## src/rtl/rv_credit_sender.sv

```systemverilog
// rv_credit_sender: transmit end of a credit-based link.
// Takes a valid/ready stream from upstream and forwards each accepted beat
// over a valid-only link. A beat is sent only while a receiver credit is
// held; every credit_return pulse hands one credit back. ready_in comes
// straight from the credit register, so the long link wire never sits on
// a combinational ready path.
module rv_credit_sender #(
  parameter int DATAW   = 1,
  parameter int CREDITS = 4,
  parameter int OUT_REG = 0,
  parameter int CNTW    = $clog2(CREDITS + 1)
) (
  input  logic             clk,
  input  logic             reset,
  input  logic             valid_in,
  input  logic [DATAW-1:0] data_in,
  output logic             ready_in,
  output logic             tx_valid,
  output logic [DATAW-1:0] tx_data,
  input  logic             credit_return,
  output logic [CNTW-1:0]  credits,
  output logic             idle,
  output logic             overflow
);

  localparam logic [CNTW-1:0] CNT_FULL = CNTW'(CREDITS);
  localparam logic [CNTW-1:0] CNT_ONE  = CNTW'(1);

  logic [CNTW-1:0] cnt;
  logic [CNTW-1:0] cnt_nxt;
  logic            send;
  logic            ovf_q;
  logic            ovf_set;
  logic            cnt_full;

  // Credit is consumed at the upstream handshake, not when the beat hits
  // the link, so ready_in can only ever depend on the registered count.
  assign ready_in = (cnt != '0);
  assign send     = valid_in & ready_in;
  assign cnt_full = (cnt == CNT_FULL);
  assign credits  = cnt;
  assign overflow = ovf_q;

  // Next credit count; a return into a full counter saturates and flags.
  always_comb begin
    cnt_nxt = cnt;
    ovf_set = 1'b0;
    case ({send, credit_return})
      2'b10: cnt_nxt = cnt - CNT_ONE;
      2'b01: begin
        if (cnt_full) ovf_set = 1'b1;
        else          cnt_nxt = cnt + CNT_ONE;
      end
      default: cnt_nxt = cnt;
    endcase
  end

  // Credit counter and sticky overflow; returns seen during reset are dropped.
  always_ff @(posedge clk) begin
    if (reset) begin
      cnt   <= CNT_FULL;
      ovf_q <= 1'b0;
    end else begin
      cnt <= cnt_nxt;
      if (ovf_set) ovf_q <= 1'b1;
    end
  end

  generate
    if (OUT_REG != 0) begin : g_oreg
      logic             tx_valid_q;
      logic [DATAW-1:0] tx_data_q;

      // One-cycle output register; data only moves on a send so the link
      // payload holds between beats.
      always_ff @(posedge clk) begin
        if (reset) begin
          tx_valid_q <= 1'b0;
          tx_data_q  <= '0;
        end else begin
          tx_valid_q <= send;
          if (send) tx_data_q <= data_in;
        end
      end

      assign tx_valid = tx_valid_q;
      assign tx_data  = tx_data_q;
      // A beat still sitting in the output register means not drained.
      assign idle     = cnt_full & ~tx_valid_q;
    end else begin : g_comb
      assign tx_valid = send;
      assign tx_data  = data_in;
      assign idle     = cnt_full;
    end
  endgenerate

endmodule

```

## config.mk

```make
export PLATFORM = sky130hd
export DESIGN_NAME = rv_credit_sender
export DESIGN_NICKNAME = d
export VERILOG_FILES = /design/src/rtl/rv_credit_sender.sv
export SDC_FILE = /design/constraint.sdc
export NUM_CORES = 1
export LEC_CHECK = 0
export BUFFER_PORTS_ARGS = -buffer_cell sky130_fd_sc_hd__buf_2
export CAP_MARGIN = 20
export CORE_AREA = 2 2 39 41
export DETAILED_ROUTE_END_ITERATION = 12
export DIE_AREA = 0 0 41 43
export GPL_ROUTABILITY_DRIVEN = 0
export HOLD_SLACK_MARGIN = 0.1
export PLACE_DENSITY = 0.49
export SLEW_MARGIN = 20
export SYNTH_ARGS = -nofsm -noshare
export SYNTH_HDL_FRONTEND = slang
export SYNTH_SLANG_ARGS = --single-unit
export TNS_END_PERCENT = 5
```

## constraint.sdc

```tcl
create_clock -name clk -period 2.4 [get_ports clk]
set_clock_uncertainty 0.2 [all_clocks]
set_input_delay 0.36 -clock clk [delete_from_list [all_inputs] [get_ports clk]]
set_output_delay 0.36 -clock clk [all_outputs]
set_load 0.03 [all_outputs]
```

==> results.md <==
- Run status: finished, final reports clean
- Total GRT Usage: 9.84%
- # fillers: 156
- Critical path peak fanout: 4
- Overall power: 439 uW
- Share of cells above drive strength 1: 53.2%
- Mean Syn Cell Area: 9.09 sq um
- DRC viols: 0
- Worst-margin pin slew: 0.255 ns
- Synth Register Bits: 4
- Clock Path Buffers: 2
- Routed len/inst: 11.3 um
- Power per standard cell area: 1090 nW/um^2
- CTS buffer count: 3
- Top post-synthesis cells by area: dfxtp_1 26%, nand2b_4 8.9%, fa_1 6.5%
- Slew Limit Fails: 0
- Via density: 4.71
- Final Util: 29.2%
- Critical path class: flip-flop to flip-flop
- CTS tree: built
- Cts hold-fix bufs: 0
- Net Switching: 197 uW
- Internal Power: 241 uW
- Seq pwr share: 21.8%
- Final WL: 713 um
- Final min period: 2.19 ns
- DIE AREA: 1760 sq um
- Syn_nets: 40
- Root buffer cell: clkbuf_4
- Gate Count Post-Synth: 34
- Multi-input gate area: 198 sq um
- Via count: 297
- CP endpoint kind: flip-flop
- Core ar.: 1380 sq um
- Highest clock rate: 456 MHz
- Area delta synth->final: 30.8%
- Row count: 14
- Sw Ratio: 45.0%
- Number of max-cap violations: 0
- Crit path DAT: 2.16 ns
- Starting density of the core: 22.3%
- Post-DRT Antenna Nets: 0
- First-pass GRT wire length: 1.12 mm
- Clk_lat worst skew: 0.24 ns
- Worst min path class: input pin to flip-flop
- RSZ-0062 raised after global routing: false
- Max-slew headroom: 82.9%
- Flip-flop and latch area: 83.8 sq um
- First-pass DRT Iterations: 2
- Final hold vios: 0
- Combinational power share: 57.4%
- Crit path launch type: flip-flop
- Largest net degree at the start of global routing: 11
- Pleak: 0.000171 uW
- Initial antenna violation count: 0
- Peak VDD IR: 0.242 mV
- Clock sink count: 4
- H-tree depth: 1
- Final hold slack: 0.113 ns
- DIE WIDTH: 41 um
- Setup TNS: 0 ns
- Starting DRC count in detailed routing: 3
- Period utilization: 91.4%
- Share of the synthesized area in the top cell type: 25.9%
- CTS-repair resized insts: 0
- Netlist cell types: 24
- Clock transition at path regs: 0.04 ns
- Placed wire-length estimate: 494 um
- Setup-failing EPs final: 0
- Cell Area, Synth: 309 sq um
- Largest area contributor in the netlist: dfxtp_1
- Height of the die: 43 um
- Clock power frac: 20.8%
- Final #Nets: 55
- Number of global-route vias before repair: 274
- Inserted Diodes: 0
- Global route overflow: 0
- Postcts setup bufs: 0
- Port Buffer Count: 10
- Register area share after synthesis: 25.9%
- Ys Warns: 0
- Ports: 13
- WP data required: 2.36 ns
[cells in the mapped netlist]
library cell / n
o21ai_0: 1
buf_2: 1
a41oi_1: 1
or3_4: 1
o32a_1: 1
nand2b_4: 2
fa_1: 1
nand2_1: 2
nor2_1: 2
or2_2: 1
xnor2_1: 1
o221ai_1: 1
and2_2: 1
o211ai_1: 1
o2111ai_1: 2
and2_4: 1
inv_1: 2
nand3_1: 2
dfxtp_1: 4
a21oi_1: 2
xor2_1: 1
a31oi_1: 1
buf_4: 1
buf_6: 1
[placed cells by master, fill, tap and decap left out, types with 2 or more instances in the layout]
cell | synthesis | final
nand2_1 | 2 | 2
o2111ai_1 | 2 | 2
a21oi_1 | 2 | 2
buf_2 | 1 | 10
dfxtp_2 | 0 | 3
nand3_1 | 2 | 2
nand2b_4 | 2 | 2
buf_4 | 1 | 3
inv_1 | 2 | 2
clkbuf_4 | 0 | 3
nor2_1 | 2 | 2
[flip-flops by register name, summed over array words and instances, names as in the netlist]
register,cells
credits,3
overflow,1
[worst max-delay path, cell delays in order, from the launching register on]
cell and delay, ns:
dfxtp_2 0.32, or3_4 0.38, and2_4 0.17, nand2b_4 0.13, fa_1 0.42, o32a_1 0.36
o211ai_1 0.14
[cells by family (layout without fill, tap and decap cells)]
group	Yosys count	in the layout	synth area share (%)
xor+xnor	2	2	5.67
simple gates	12	12	27.9
fa+ha+maj	1	1	6.48
flops	4	4	25.9
buf+inv	5	18	10.1
compound gates	10	10	23.9
[routing by layer]
metal | vias to the layer above | global-route usage [%] | routed length, um
met4 | 0 | 8.00 | 24
met1 | 134 | 10.6 | 309
met3 | 2 | 1.57 | 46
li1 | 150 | - | -
met5 | - | 0 | 0
met2 | 11 | 15.6 | 332
[area by class of cell]
cell class	count	area share [%]
Tap cell	16	4.95
Sequential cell	4	20.7
Multi-Input combinational cell	25	48.9
Clock buffer	3	5.57
Timing Repair Buffer	13	18.0
Inverter	2	1.86
[metrics by stage]
stage / cells / setup slack, ns / instance area, sq um
2_1_floorplan: 34 / 0.0183 / 313
3_3_place_gp: 60 / 0.225 / 382
3_5_place_dp: 60 / 0.213 / 382
4_1_cts: 63 / 0.189 / 404
5_1_grt: 63 / 0.141 / 404
6_report: 63 / 0.208 / 404
[worst paths after layout]
check,slack (ns),start,end,cells after the start
max,0.21,credits[1],credits[2],6
min,0.11,reset,credits[0],2
max reg2reg,0.21,credits[1],credits[2],6
min reg2reg,0.28,overflow,overflow,2
[power groups by stage]
stage                     registers (uW)  logic [uW]  clock network, uW
final                               95.6         252               91.2
after global routing                98.4         276               97.3
after CTS                           96.2         253               95.3
after detailed placement            95.7         252                  0
after global placement              95.6         253                  0
after floorplan                      145         135                  0
Note: power is estimated with default switching activity, not from simulation.
